$ cat src/rtl/spi_pkg.sv
// Shared SPI definitions: frame width default, synchronizer depth
// and FSM state encoding used by both SPI master and slave.
package spi_pkg;

    localparam int DATA_W      = 8;
    localparam int SYNC_STAGES = 2;

    typedef enum logic {
        IDLE  = 1'b0,
        SHIFT = 1'b1
    } state_t;

endpackage

$ cat src/rtl/spi_slave_if.sv
// SPI slave bus: serial pins toward the master plus the parallel
// tx/rx side toward the host logic.
interface spi_slave_if #(
    parameter int DATA_W = spi_pkg::DATA_W
);

    logic              sclk;
    logic              cs;
    logic              mosi;
    logic              mode;
    logic              miso;
    logic [DATA_W-1:0] tx_data;
    logic              tx_load;
    logic [DATA_W-1:0] rx_data;
    logic              rx_valid;
    logic              tx_ready;
    logic              busy;

    modport slave (
        input  sclk, cs, mosi, mode, tx_data, tx_load,
        output miso, rx_data, rx_valid, tx_ready, busy
    );

    modport master (
        output sclk, cs, mosi, mode, tx_data, tx_load,
        input  miso, rx_data, rx_valid, tx_ready, busy
    );

endinterface

$ cat src/rtl/spi_sync.sv
// Multi-flop synchronizer for asynchronous inputs, with a
// per-bit reset value so idle levels survive reset.
module spi_sync #(
    parameter int           W       = 1,
    parameter logic [W-1:0] RST_VAL = '0,
    parameter int           STAGES  = spi_pkg::SYNC_STAGES
) (
    input  logic         clk,
    input  logic         rst,
    input  logic [W-1:0] d,
    output logic [W-1:0] q
);

    logic [W-1:0] ff [STAGES];

    always_ff @(posedge clk) begin
        if (rst) begin
            for (int i = 0; i < STAGES; i++)
                ff[i] <= RST_VAL;
        end else begin
            ff[0] <= d;
            for (int i = 1; i < STAGES; i++)
                ff[i] <= ff[i-1];
        end
    end

    assign q = ff[STAGES-1];

endmodule

$ cat src/rtl/spi_slave.sv
// SPI slave: oversampled serial port with a single-entry tx buffer,
// selectable sample/drive edge and back-to-back frame support.
module spi_slave #(
    parameter int DATA_W = spi_pkg::DATA_W
) (
    input  logic        clk,
    input  logic        rst,
    spi_slave_if.slave  bus
);

    import spi_pkg::*;

    localparam int CW = $clog2(DATA_W);

    logic [2:0]          raw;
    logic [2:0]          syn;
    logic                cs_s, sclk_s, mosi_s;
    logic                cs_q, sclk_q;
    logic [SYNC_STAGES-1:0] settle;
    logic                armed;
    state_t              state, state_n;
    logic                mode_q;
    logic [CW-1:0]       bit_cnt;
    logic [DATA_W-1:0]   tx_sr, rx_sr, tx_buf, tx_next;
    logic                tx_ready, miso, rx_valid, rx_done;
    logic [DATA_W-1:0]   rx_data;
    logic                start, stop, sample, drive, last, consume;
    logic                cs_fall, cs_rise, sclk_rise, sclk_fall;

    assign raw = {bus.cs, bus.sclk, bus.mosi};

    spi_sync #(
        .W       (3),
        .RST_VAL (3'b100)
    ) u_sync (
        .clk (clk),
        .rst (rst),
        .d   (raw),
        .q   (syn)
    );

    assign cs_s   = syn[2];
    assign sclk_s = syn[1];
    assign mosi_s = syn[0];

    assign cs_fall   = cs_q & ~cs_s;
    assign cs_rise   = ~cs_q & cs_s;
    assign sclk_rise = ~sclk_q & sclk_s;
    assign sclk_fall = sclk_q & ~sclk_s;

    always_comb begin
        state_n = state;
        start   = 1'b0;
        stop    = 1'b0;
        sample  = 1'b0;
        drive   = 1'b0;
        unique case (state)
            IDLE: begin
                if (armed && cs_fall) begin
                    state_n = SHIFT;
                    start   = 1'b1;
                end
            end
            SHIFT: begin
                if (cs_rise) begin
                    state_n = IDLE;
                    stop    = 1'b1;
                end else begin
                    sample = mode_q ? sclk_fall : sclk_rise;
                    drive  = mode_q ? sclk_rise : sclk_fall;
                end
            end
            default: state_n = IDLE;
        endcase
    end

    assign last    = sample && (bit_cnt == '0);
    assign consume = start | last;
    assign tx_next = tx_ready ? '0 : tx_buf;

    always_ff @(posedge clk) begin
        if (rst) state <= IDLE;
        else     state <= state_n;
    end

    // A cs low seen straight out of reset is stale: only arm once the
    // synchronizer has flushed and cs has been observed high.
    always_ff @(posedge clk) begin
        if (rst) begin
            cs_q     <= 1'b1;
            sclk_q   <= 1'b0;
            settle   <= '0;
            armed    <= 1'b0;
            mode_q   <= 1'b0;
            bit_cnt  <= '0;
            tx_sr    <= '0;
            rx_sr    <= '0;
            tx_buf   <= '0;
            tx_ready <= 1'b1;
            miso     <= 1'b0;
            rx_data  <= '0;
            rx_valid <= 1'b0;
            rx_done  <= 1'b0;
        end else begin
            cs_q     <= cs_s;
            sclk_q   <= sclk_s;
            settle   <= {settle[SYNC_STAGES-2:0], 1'b1};
            if (settle[SYNC_STAGES-1] && cs_s)
                armed <= 1'b1;
            rx_done  <= last;
            rx_valid <= rx_done;
            if (rx_done)
                rx_data <= rx_sr;
            if (start) begin
                mode_q  <= bus.mode;
                bit_cnt <= CW'(DATA_W - 1);
                tx_sr   <= tx_next;
                miso    <= tx_next[DATA_W-1];
            end
            if (stop)
                miso <= 1'b0;
            if (sample) begin
                rx_sr   <= {rx_sr[DATA_W-2:0], mosi_s};
                bit_cnt <= last ? CW'(DATA_W - 1) : bit_cnt - 1'b1;
                if (last)
                    tx_sr <= tx_next;
            end
            if (drive)
                miso <= tx_sr[bit_cnt];
            if (bus.tx_load) begin
                tx_buf   <= bus.tx_data;
                tx_ready <= 1'b0;
            end else if (consume) begin
                tx_ready <= 1'b1;
            end
        end
    end

    assign bus.miso     = miso;
    assign bus.rx_data  = rx_data;
    assign bus.rx_valid = rx_valid;
    assign bus.tx_ready = tx_ready;
    assign bus.busy     = (state == SHIFT);

endmodule
$ cat src/flat_wrapper.sv
// flat-port wrapper written by rule: the top's interface ports become plain ports
module spi_slave_flat import spi_pkg::*;
#(
    parameter int DATA_W = spi_pkg::DATA_W
)
  (clk, rst, bus_sclk, bus_cs, bus_mosi, bus_mode, bus_tx_data, bus_tx_load, bus_miso, bus_rx_data, bus_rx_valid, bus_tx_ready, bus_busy);
  spi_slave_if #(.DATA_W(DATA_W)) bus_i ();
  input  logic clk;
  input  logic rst;
  input wire logic [$bits(bus_i.sclk)-1:0] bus_sclk;
  input wire logic [$bits(bus_i.cs)-1:0] bus_cs;
  input wire logic [$bits(bus_i.mosi)-1:0] bus_mosi;
  input wire logic [$bits(bus_i.mode)-1:0] bus_mode;
  input wire logic [$bits(bus_i.tx_data)-1:0] bus_tx_data;
  input wire logic [$bits(bus_i.tx_load)-1:0] bus_tx_load;
  output wire logic [$bits(bus_i.miso)-1:0] bus_miso;
  output wire logic [$bits(bus_i.rx_data)-1:0] bus_rx_data;
  output wire logic [$bits(bus_i.rx_valid)-1:0] bus_rx_valid;
  output wire logic [$bits(bus_i.tx_ready)-1:0] bus_tx_ready;
  output wire logic [$bits(bus_i.busy)-1:0] bus_busy;
  assign bus_i.sclk = bus_sclk;
  assign bus_i.cs = bus_cs;
  assign bus_i.mosi = bus_mosi;
  assign bus_i.mode = bus_mode;
  assign bus_i.tx_data = bus_tx_data;
  assign bus_i.tx_load = bus_tx_load;
  assign bus_miso = bus_i.miso;
  assign bus_rx_data = bus_i.rx_data;
  assign bus_rx_valid = bus_i.rx_valid;
  assign bus_tx_ready = bus_i.tx_ready;
  assign bus_busy = bus_i.busy;
  spi_slave #(.DATA_W(DATA_W)) u_core (.clk(clk), .rst(rst), .bus(bus_i));
endmodule
$ cat config.mk
export PLATFORM = sky130hd
export DESIGN_NAME = spi_slave_flat
export DESIGN_NICKNAME = d
export VERILOG_FILES = /design/src/rtl/spi_pkg.sv /design/src/rtl/spi_slave_if.sv /design/src/rtl/spi_sync.sv /design/src/rtl/spi_slave.sv /design/src/flat_wrapper.sv
export SDC_FILE = /design/constraint.sdc
export NUM_CORES = 1
export LEC_CHECK = 0
export ABC_AREA = 0
export CORE_ASPECT_RATIO = 1.2
export CORE_MARGIN = 4
export CORE_UTILIZATION = 45
export DETAILED_ROUTE_END_ITERATION = 10
export HOLD_SLACK_MARGIN = 0.02
export PLACE_DENSITY = 0.68
export SYNTH_ARGS = -nofsm -noshare
export SYNTH_HDL_FRONTEND = slang
export SYNTH_SLANG_ARGS = --single-unit
$ cat constraint.sdc
create_clock -name clk -period 2.8 [get_ports clk]
set_clock_uncertainty 0.05 [all_clocks]
set_input_delay 0.56 -clock clk [delete_from_list [all_inputs] [get_ports clk]]
set_output_delay 0.56 -clock clk [all_outputs]
set_load 0.005 [all_outputs]
==> results.md <==
* Leak at 0.000938 uW
* Post-Synth Adder-Cell Area at 0.0124
* Crit Path Class: flop to output pin
* DP Worst Slack at 0.862 ns
* Post-synth cell types at 33
* Initial DRC Count at 27
* Top delay family on crit path: buffers and inverters
* GR Util All Layers at 0.128
* EDFF count, synth at 0
* Most frequent cells in the layout: 52 x dfxtp_1, 29 x nor2_1, 27 x mux2i_1
* Period utilization at 0.714
* Hold path cells at 1
* Synth Cell Area at 2020 um^2
* Fraction of layout cells with a size suffix above 1 at 0.0708
* Worst r2r src: u_core.bit_cnt[0]
* Mapped Nets at 218
* YS warnings at 0
* DR vias at 1422
* Pre-Repair DR Iteration Count at 4
* Pin count of the biggest net entering global routing at 24
* Vias per std cell at 5.04
* Synth Area in Compound Gates at 0.107
* Max VDD drop at approximately 0.32 mV
* Startpoint Class: flop
* Worst Path Required at 2.19 ns
* PortBufs at 26
* Top_reg_cell synth: dfxtp_1
* Pwr per Cell Area at roughly 550 nW/um^2
* Top Ports at 27
* Hold buffers post-CTS at 0
* Rel. slew slack at 0.593
* Grt total ovfl at 0
* Synth Area in XOR/XNOR at 0
* Setup tns final at 0 ns
* Critical-path cell list: clkdlybuf4s50_1
* CTS tree: done
* Starting Density at 0.471
* Wirelength per Cell at between 10 and 15 um
* Final Hold Viols at 0
* HP Start: u_core.u_sync.ff[0][2]
* Simple-Gate Fraction of Synth Area at 0.186
* Run status: complete, no violations
* Sequential share of the synthesized area at 0.515
* Vias in the first global route at about 1400
* Final WS setup at 0.800 ns
* Post-CTS Resized at 0
* CTS max path bufs at 2
* Leading cell type in the layout, fill and taps excluded: dfxtp_1
* H-tree levels at 2
* Worst-path clk slew at 0.09 ns
* Clk_lat worst skew at 0.30 ns
* Post-CTS Setup Inserts at 0
* Final Max Tran Viols at 0
* Layout fillers at ~410
* Final instance area at ~2400 um^2
* Crit Path Max Fanout at 8
* Synthesis-to-layout area growth at 19.9%
* Setup violators final at 0
* Asr flop ratio synth at 0
* CTS Buf Count at 5
* N_diodes at 0
* Global-route wire length before repair at 5.82 mm
* Max Fclk at about 500 MHz
* Die Ht at just over 80 um
* Post-Place Cell Area at 2310 um^2
* Mux share of post-synthesis cell area at 0.147
* Flop-to-flop setup slack at 1.00 ns
* CP bufs+invs at 1
* RR Endpoint: u_core.tx_sr[4]
* Core ar. at 4290 um^2
* CP peak stage delay at between 0.5 and 0.6 ns
* Dpl hpwl at 2.46 mm
* Max_cap viols at 0
* HP Class: flop to flop
* Worst slew pin tran at 0.609 ns
* Reg2reg path depth at 6
* Worst Hold End: u_core.u_sync.ff[0][5]
* Syn Inst Count at 201
* CP max-delay cell: clkdlybuf4s50_1
* Cell Rows at 26
* DRC violations left at 0
* Die X at 69.2 um
* RSZ-0062 raised after global routing: false
* Post-Syn Area per Cell at about 10 um^2
* Post-route ant nets at 0
* Fin crit period at 2.00 ns
* Fin util at 0.565
* Final Non-Filler Cells at 282
* Flops & latches, synth at 52
* # nets final at 242
* Initial antenna violation count at 0
* Inst Count DP at 274
* Clock sink count at between 50 and 60
* DIE AREA at 5640 um^2
* GPL Wtd Cong at 0.772
* Root Driver: clkbuf_8
* Largest family of logic cells by synthesized area: simple AND/OR/NAND/NOR gates
* Final WL at 3.47 mm
* Critical path arrival at 1.39 ns
* Crit path capture type: output pin
state kept, by name, summed over array words and instances (netlist names):
signal               cells
u_core.rx_sr             8
u_core.bus.miso          1
u_core.settle            2
u_core.bus.rx_data       8
u_core.tx_buf            8
u_core.bus.busy          1
u_core.rx_done           1
u_core.cs_q              1
u_core.bus.rx_valid      1
u_core.mode_q            1
u_core.sclk_q            1
u_core.bit_cnt           3
u_core.tx_sr             8
u_core.u_sync.ff         6
u_core.armed             1
u_core.bus.tx_ready      1
per-stage QoR:
step	hold WS, ns	power (uW)
final	0.367	1340
after global routing	0.384	1390
after CTS	0.372	1360
after detailed placement	0.347	858
after global placement	0.342	857
after floorplan	0.339	825
final cells by class:
class,count,area [um^2],share of cell area
Timing Repair Buffer,28,275,0.113
Inverter,4,15.0,0.00619
Tap cell,56,70.1,0.0289
Multi-Input combinational cell,134,913,0.376
Clock buffer,5,68.8,0.0284
Sequential cell,52,1040,0.429
Clock inverter,3,42.5,0.0175
metal layers:
layer	share of wire	track usage	up-vias
met5	0	0	-
met2	0.49	0.224	21
met4	0.015	0.0469	0
met3	0.034	0.0355	6
li1	-	-	740
met1	0.46	0.150	655
kinds of logic (layout without fill, tap and decap cells):
logic type / Yosys count / in the layout
adder cells (fa/ha/maj): 2 / 2
flip-flops: 52 / 52
multiplexers: 28 / 28
AND/OR/NAND/NOR: 73 / 73
buffers and inverters: 15 / 40
AO/OA/AOI/OAI: 31 / 31
synth_stat cells (2+ instances only):
cell type,count,share of area
o21ai_0,10,0.025
nand2b_1,2,0.0062
nand2_1,4,0.0074
nand3_1,10,0.025
a21oi_1,11,0.027
nor2b_1,17,0.053
mux2i_1,27,0.13
nor2_1,29,0.054
and3b_1,2,0.0087
clkbuf_1,7,0.013
ha_1,2,0.012
or2_2,3,0.0093
nor3b_1,2,0.0074
inv_1,4,0.0074
dfxtp_1,52,0.51
a311oi_1,2,0.0087
how the worst max path moves through the flow:
stage	to	startpoint	slack, ns	cells past startpoint
2_1_floorplan	u_core.tx_sr[4]	u_core.bit_cnt[0]	1.30	6
3_3_place_gp	u_core.bus.rx_data[4]	rst	0.88	3
3_5_place_dp	u_core.tx_buf[1]	rst	0.86	3
4_1_cts	bus_busy	u_core.bus.busy	0.78	1
5_1_grt	bus_tx_ready	u_core.bus.tx_ready	0.75	1
6_report	bus_busy	u_core.bus.busy	0.80	1
report_power, final:
part           switching (uW)  internal (uW)  total [uW]
Combinational            31.1           40.8        71.8
Clock                     235            264         500
Sequential               11.3            756         767
No activity file was read; power rests on OpenSTA's default activity.
